## config.mk

```make
export PLATFORM = sky130hd
export DESIGN_NAME = dma_burst_streamer
export DESIGN_NICKNAME = d
export VERILOG_FILES = /design/src/rtl/dma_pkg.sv /design/src/rtl/dma_burst_calc.sv /design/src/rtl/dma_burst_streamer.sv
export SDC_FILE = /design/constraint.sdc
export NUM_CORES = 1
export LEC_CHECK = 0
export ABC_AREA = 1
export CORE_MARGIN = 2
export CORE_UTILIZATION = 30
export CTS_BUF_LIST = sky130_fd_sc_hd__clkbuf_8
export DETAILED_ROUTE_END_ITERATION = 12
export PLACE_DENSITY = 0.47
export SLEW_MARGIN = 0
export SYNTH_ARGS = -nofsm -noshare
export SYNTH_HDL_FRONTEND = slang
export SYNTH_SLANG_ARGS = --single-unit
export TNS_END_PERCENT = 10
```

## constraint.sdc

```tcl
create_clock -name clk -period 5.9 [get_ports clk]
set_input_delay 0.59 -clock clk [delete_from_list [all_inputs] [get_ports clk]]
set_output_delay 0.59 -clock clk [all_outputs]
set_load 0.01 [all_outputs]
```

## src/rtl/dma_pkg.sv

```systemverilog
// Shared types and constants for the DMA burst streamer and its helpers.
// Latency: n/a (declarations only).
// Backpressure: n/a; the stream structs carry valid/ready/finish for wrappers.
package dma_pkg;

    // AXI bursts must not cross a 4 KB address page.
    localparam int AXI_4KB    = 4096;
    localparam int DMA_ADDR_W = 32;

    typedef enum logic [1:0] {
        ST_IDLE  = 2'd0,
        ST_ISSUE = 2'd1,
        ST_DRAIN = 2'd2,
        ST_DONE  = 2'd3
    } e_streamer_st_t;

    // Request side of the stream channel, so a wrapper can bundle the flat ports.
    typedef struct packed {
        logic                  valid;
        logic [DMA_ADDR_W-1:0] addr;
        logic [7:0]            alen;
        logic [2:0]            size;
    } s_dma_stream_req_t;

    // Response side of the stream channel.
    typedef struct packed {
        logic ready;
        logic finish;
    } s_dma_stream_resp_t;

endpackage

```

## src/rtl/dma_burst_calc.sv

```systemverilog
// Beat count of the next INCR burst: min(remaining, MAX_BEATS, beats left in the 4 KB page).
// Latency: purely combinational.
// Backpressure: none; the caller holds its inputs stable while a request stalls.
// Ports: i_page_off  - low 12 address bits of the current burst start (bus aligned)
//        i_rem_beats - beats still to be issued
//        o_beats     - beats in the next burst (LEN_W+1 bits), o_alen - o_beats-1
module dma_burst_calc
    import dma_pkg::*;
#(
    parameter int LEN_W      = 32,
    parameter int DATA_BYTES = 8,
    parameter int MAX_BEATS  = 16
) (
    input  logic [11:0]      i_page_off,
    input  logic [LEN_W-1:0] i_rem_beats,
    output logic [LEN_W:0]   o_beats,
    output logic [7:0]       o_alen
);

    localparam int SZ = $clog2(DATA_BYTES);

    logic [LEN_W:0] w_page_bytes;
    logic [LEN_W:0] w_page_beats;
    logic [LEN_W:0] w_rem;
    logic [LEN_W:0] w_max;
    logic [LEN_W:0] w_min_rem_max;

    // The start address is bus aligned, so the shift is an exact division.
    assign w_page_bytes  = (LEN_W+1)'(AXI_4KB) - (LEN_W+1)'(i_page_off);
    assign w_page_beats  = w_page_bytes >> SZ;
    assign w_rem         = {1'b0, i_rem_beats};
    assign w_max         = (LEN_W+1)'(MAX_BEATS);
    assign w_min_rem_max = (w_rem < w_max) ? w_rem : w_max;
    assign o_beats       = (w_min_rem_max < w_page_beats) ? w_min_rem_max : w_page_beats;
    assign o_alen        = 8'(o_beats - (LEN_W+1)'(1));

endmodule

```

## src/rtl/dma_burst_streamer.sv

```systemverilog
// Splits a (start address, byte length) descriptor into AXI INCR burst requests, capped at
// MAX_BEATS and never crossing a 4 KB page. Latency: first request valid the cycle after start_i.
// Backpressure: request held stable until stream_ready_i; at most MAX_OUTST bursts unfinished.
// Ports: clk/rstn; start_i/addr_i/len_i descriptor; active_i abort when low;
//        stream_* request channel (valid/addr/alen/size out, ready/finish in);
//        busy_o (not idle), done_o completion pulse, err_o misaligned-descriptor pulse.
module dma_burst_streamer
    import dma_pkg::*;
#(
    parameter int ADDR_W     = 32,
    parameter int LEN_W      = 32,
    parameter int DATA_BYTES = 8,
    parameter int MAX_BEATS  = 16,
    parameter int MAX_OUTST  = 4
) (
    input  logic              clk,
    input  logic              rstn,
    input  logic              start_i,
    input  logic [ADDR_W-1:0] addr_i,
    input  logic [LEN_W-1:0]  len_i,
    input  logic              active_i,
    output logic              stream_valid_o,
    output logic [ADDR_W-1:0] stream_addr_o,
    output logic [7:0]        stream_alen_o,
    output logic [2:0]        stream_size_o,
    input  logic              stream_ready_i,
    input  logic              stream_finish_i,
    output logic              busy_o,
    output logic              done_o,
    output logic              err_o
);

    localparam int SZ = $clog2(DATA_BYTES);
    localparam int OW = $clog2(MAX_OUTST + 1);
    localparam logic [OW-1:0] L_MAX_OUTST = OW'(MAX_OUTST);

    e_streamer_st_t r_state;
    e_streamer_st_t w_state_nxt;

    logic [ADDR_W-1:0] r_cur_addr;
    logic [LEN_W-1:0]  r_rem_beats;
    logic [OW-1:0]     r_outst;
    logic              r_err;

    logic [LEN_W:0]    w_beats;
    logic [7:0]        w_alen;
    logic              w_misaligned;
    logic              w_accept;
    logic              w_abort;
    logic              w_hs;
    logic              w_fin;
    logic [LEN_W-1:0]  w_rem_nxt;
    logic [ADDR_W-1:0] w_step;

    dma_burst_calc #(
        .LEN_W      (LEN_W),
        .DATA_BYTES (DATA_BYTES),
        .MAX_BEATS  (MAX_BEATS)
    ) u_calc (
        .i_page_off  (r_cur_addr[11:0]),
        .i_rem_beats (r_rem_beats),
        .o_beats     (w_beats),
        .o_alen      (w_alen)
    );

    assign w_misaligned = ((addr_i & ADDR_W'(DATA_BYTES - 1)) != '0) ||
                          ((len_i  & LEN_W'(DATA_BYTES - 1))  != '0);
    assign w_accept     = (r_state == ST_IDLE) && start_i && !w_misaligned;
    assign w_abort      = (r_state != ST_IDLE) && !active_i;

    // active_i gates valid directly so an abort withdraws the request in the same cycle.
    assign stream_valid_o = (r_state == ST_ISSUE) && (r_outst < L_MAX_OUTST) && active_i;
    assign stream_addr_o  = r_cur_addr;
    // Outside ISSUE the calculator sees rem_beats==0 and would yield alen=0xFF; show 0 instead.
    assign stream_alen_o  = (r_state == ST_ISSUE) ? w_alen : 8'd0;
    assign stream_size_o  = 3'(SZ);

    assign w_hs      = stream_valid_o && stream_ready_i;
    // A finish with nothing outstanding is a stray and is dropped.
    assign w_fin     = stream_finish_i && (r_outst != '0);
    assign w_rem_nxt = r_rem_beats - LEN_W'(w_beats);
    assign w_step    = ADDR_W'(w_beats) << SZ;

    assign busy_o = (r_state != ST_IDLE);
    assign done_o = (r_state == ST_DONE) && active_i;
    assign err_o  = r_err;

    always_ff @(posedge clk or negedge rstn) begin
        if (!rstn) begin
            r_state <= ST_IDLE;
        end else begin
            r_state <= w_state_nxt;
        end
    end

    always_comb begin
        w_state_nxt = r_state;
        case (r_state)
            ST_IDLE: begin
                if (w_accept) begin
                    w_state_nxt = (len_i == '0) ? ST_DONE : ST_ISSUE;
                end
            end
            ST_ISSUE: begin
                if (w_hs && (w_rem_nxt == '0)) begin
                    w_state_nxt = ST_DRAIN;
                end
            end
            ST_DRAIN: begin
                if ((r_outst == '0) || ((r_outst == OW'(1)) && stream_finish_i)) begin
                    w_state_nxt = ST_DONE;
                end
            end
            ST_DONE: begin
                w_state_nxt = ST_IDLE;
            end
            default: begin
                w_state_nxt = ST_IDLE;
            end
        endcase
        if (w_abort) begin
            w_state_nxt = ST_IDLE;
        end
    end

    always_ff @(posedge clk or negedge rstn) begin
        if (!rstn) begin
            r_cur_addr  <= '0;
            r_rem_beats <= '0;
            r_outst     <= '0;
            r_err       <= 1'b0;
        end else begin
            r_err <= (r_state == ST_IDLE) && start_i && w_misaligned;
            if (w_abort) begin
                r_cur_addr  <= '0;
                r_rem_beats <= '0;
                r_outst     <= '0;
            end else begin
                if (w_accept) begin
                    r_cur_addr  <= addr_i;
                    r_rem_beats <= len_i >> SZ;
                end else if (w_hs) begin
                    // Address wraps modulo 2^ADDR_W by plain truncation.
                    r_cur_addr  <= r_cur_addr + w_step;
                    r_rem_beats <= w_rem_nxt;
                end
                case ({w_hs, w_fin})
                    2'b10:   r_outst <= r_outst + OW'(1);
                    2'b01:   r_outst <= r_outst - OW'(1);
                    default: r_outst <= r_outst;
                endcase
            end
        end
    end

endmodule

```

==> impl_metrics.json <==
{
  "hold_class": "primary input to asynchronous set/reset pin",
  "post-place-cells": 1940,
  "cts_made_buffers": 9,
  "clock_path_buffers": 2,
  "io_pins": 117,
  "max_freq_mhz": 187,
  "cp.arrival_ns": 5.61,
  "gp_congestion": 0.880,
  "worstMarginPinSlew_ns": 0.950,
  "async_flop_share_pct": 100,
  "grt_usage_pct": 20.8,
  "dp_hpwl_mm": 25.5,
  "nets": 1719,
  "maxCapViolations": 0,
  "wire_per_inst_um": 15.9,
  "cts.sinks": 70,
  "insertion_delay_ns": 0.37,
  "grt_max_degree": 71,
  "final_cell_mix": "nand2_1 (453), inv_1 (231), nor2_1 (152)",
  "postRouteAntennaNets": 0,
  "netlist_instances": 1418,
  "holdWs_ns": 0.356,
  "path_common_cell": "nand2_1",
  "overflow": 0,
  "final_max_slew_viol_count": 0,
  "end_kind": "flip-flop",
  "num_vias": 9201,
  "setup_viol": 0,
  "core_um2": 28500,
  "drcViolationCount": 0,
  "cp-start-kind": "flip-flop",
  "synthFlopType": "dfrtp_1",
  "peakVddDrop_mv": 0.185,
  "grt_pass1_wl_mm": 48.9,
  "syn2layout_area_growth_pct": 21.9,
  "cp_max_fo": 9,
  "syn-cell-area_um2": 8630,
  "seq_area_frac_synth_pct": 20.3,
  "via_per_inst": 4.71,
  "die_h_um": 174,
  "yosys.cell_types.count": 62,
  "num_rows": 62,
  "cts_root_buf": "clkbuf_8",
  "utilization_pct": 36.8,
  "status": "complete, no violations",
  "dr.first_iter.drc_count": 536,
  "ys_ff_latch": 70,
  "cpMaxStageDelayCell": "fa_1",
  "final_common_cell": "nand2_1",
  "hold_viol_final": 0,
  "clk_pin_slew_ns": 0.08,
  "place_ws_ns": 0.258,
  "wl_mm": 31.0,
  "die_x_um": 174,
  "antenna_found_initial": 1,
  "leakage_nw": 5.68,
  "cp.required_ns": 6.16,
  "crit_buf_inv": 6,
  "fin_crit_sh_pct": 90.6,
  "worst_clock_skew_ns": 0.00850,
  "port_buffers": 113,
  "avgSynthCellArea_um2": 6.09,
  "crit_path_max_incr_delay_ns": 0.42,
  "grt_pass1_vias": 9178,
  "power.total_mw": 5.84,
  "crit_family": "simple AND/OR/NAND/NOR gates",
  "htreeDepth": 3,
  "powerDensity_nw_per_um2": 555,
  "maxSlewHeadroom_pct": 36.7,
  "yosysWarnings": 0,
  "final.setup.worst_slack_ns": 0.557,
  "drive_above_1_share_pct": 5.79,
  "critPathKind": "flip-flop to flip-flop",
  "n_antenna_cell": 0,
  "die_area_um2": 30100,
  "synth-edff-count": 0,
  "initial_core_util_pct": 30.2,
  "tritoncts": "built",
  "fin_cells": 1955,
  "fin_crit_ns": 5.34,
  "dr.pass1.iters": 5
}
## through the flow
stage          setup TNS, ns  instance area, µm²
3_3_place_gp               0               10300
6_report                   0               10500
5_1_grt             -0.00477               10500
4_1_cts                    0               10500
2_1_floorplan              0                8800
3_5_place_dp               0               10300
## kinds of logic (layout without fill, tap and decap cells)
group           count (synthesis)  in the layout  share of synthesized area, %
fa+ha+maj                      80             80                          11.8
compound gates                221            221                          15.9
buf+inv                       263            371                          12.0
simple gates                  758            758                          37.5
xor+xnor                       22             22                          2.23
mux                             2              2                         0.232
flops                          70             70                          20.3
other cells                     2             47                        0.0870
## registers in the layout, summed over array words and instances (netlist names)
name           cells
r_rem_beats       32
err_o              1
stream_addr_o     32
r_state            2
r_outst            3
## report_power, final
group / internal (mW) / total (mW) / switching (mW)
Sequential: 0.687 / 0.898 / 0.211
Combinational: 1.66 / 4.58 / 2.92
Clock: 0.168 / 0.368 / 0.200
## routing by layer
| metal | part of all wire [%] | GRT usage (%) | vias up | routed length (µm) |
|---|---|---|---|---|
| met5 | 0.035 | 0 | - | 11 |
| met4 | 2.5 | 6.51 | 2 | 776 |
| met3 | 3.1 | 2.70 | 44 | 976 |
| met2 | 49 | 36.9 | 154 | 15100 |
| met1 | 46 | 26.1 | 4227 | 14100 |
| li1 | - | - | 4774 | - |
## timing repair
| action | 4_1_cts | 5_1_grt |
|---|---|---|
| hold endpoints to repair | 0 | 0 |
| setup buffers | 0 | 2 |
| hold buffers | 0 | 0 |
| endpoints found under the setup margin | 0 | 2 |
| resized for setup | 0 | 8 |
## final cells by class
| class | instances | area [µm²] |
|---|---|---|
| Tap cell | 384 | 480 |
| Fill cell | 3222 | 18000 |
| Sequential cell | 70 | 1750 |
| Clock inverter | 2 | 10.0 |
| Clock buffer | 11 | 151 |
| Timing Repair Buffer | 120 | 1180 |
| Multi-Input combinational cell | 1130 | 6050 |
| Inverter | 238 | 897 |
## synthesized netlist by cell type (4+ instances only)
master	n	share of area (%)
nand2_2	9	0.65
nor4_1	8	0.58
dfrtp_1	70	20
o211ai_1	9	0.78
nand2_4	5	0.65
o22ai_2	6	0.87
o21bai_1	6	0.52
o21ai_0	68	3.9
nand3_1	65	3.8
a21o_1	6	0.52
a21oi_1	57	3.3
a31oi_1	5	0.36
o21ai_1	28	1.6
buf_2	7	0.41
nand2_1	454	20
buf_4	4	0.35
nor3_1	13	0.75
nand4_1	19	1.4
and2_1	5	0.36
xor2_1	16	1.6
inv_1	232	10
ha_1	78	11
clkbuf_1	11	0.48
o22ai_1	5	0.36
nor2_2	8	0.58
xnor2_1	6	0.61
o21ai_2	8	0.81
nor2_1	153	6.7
## final timing paths
path | slack (ns) | cells after the start | start | end
worst max-delay path | 0.56 | 40 | stream_addr_o[0] | r_state[0]
worst max register to register | 0.56 | 40 | stream_addr_o[0] | r_state[0]
worst min register to register | 0.52 | 2 | stream_addr_o[2] | stream_addr_o[2]
min in group clk | 0.52 | 2 | stream_addr_o[2] | stream_addr_o[2]
worst min-delay path | 0.36 | 1 | rstn | stream_addr_o[29]
max in group asynchronous | 4.93 | 1 | rstn | r_rem_beats[9]
Power figures use the tool's default switching activity.
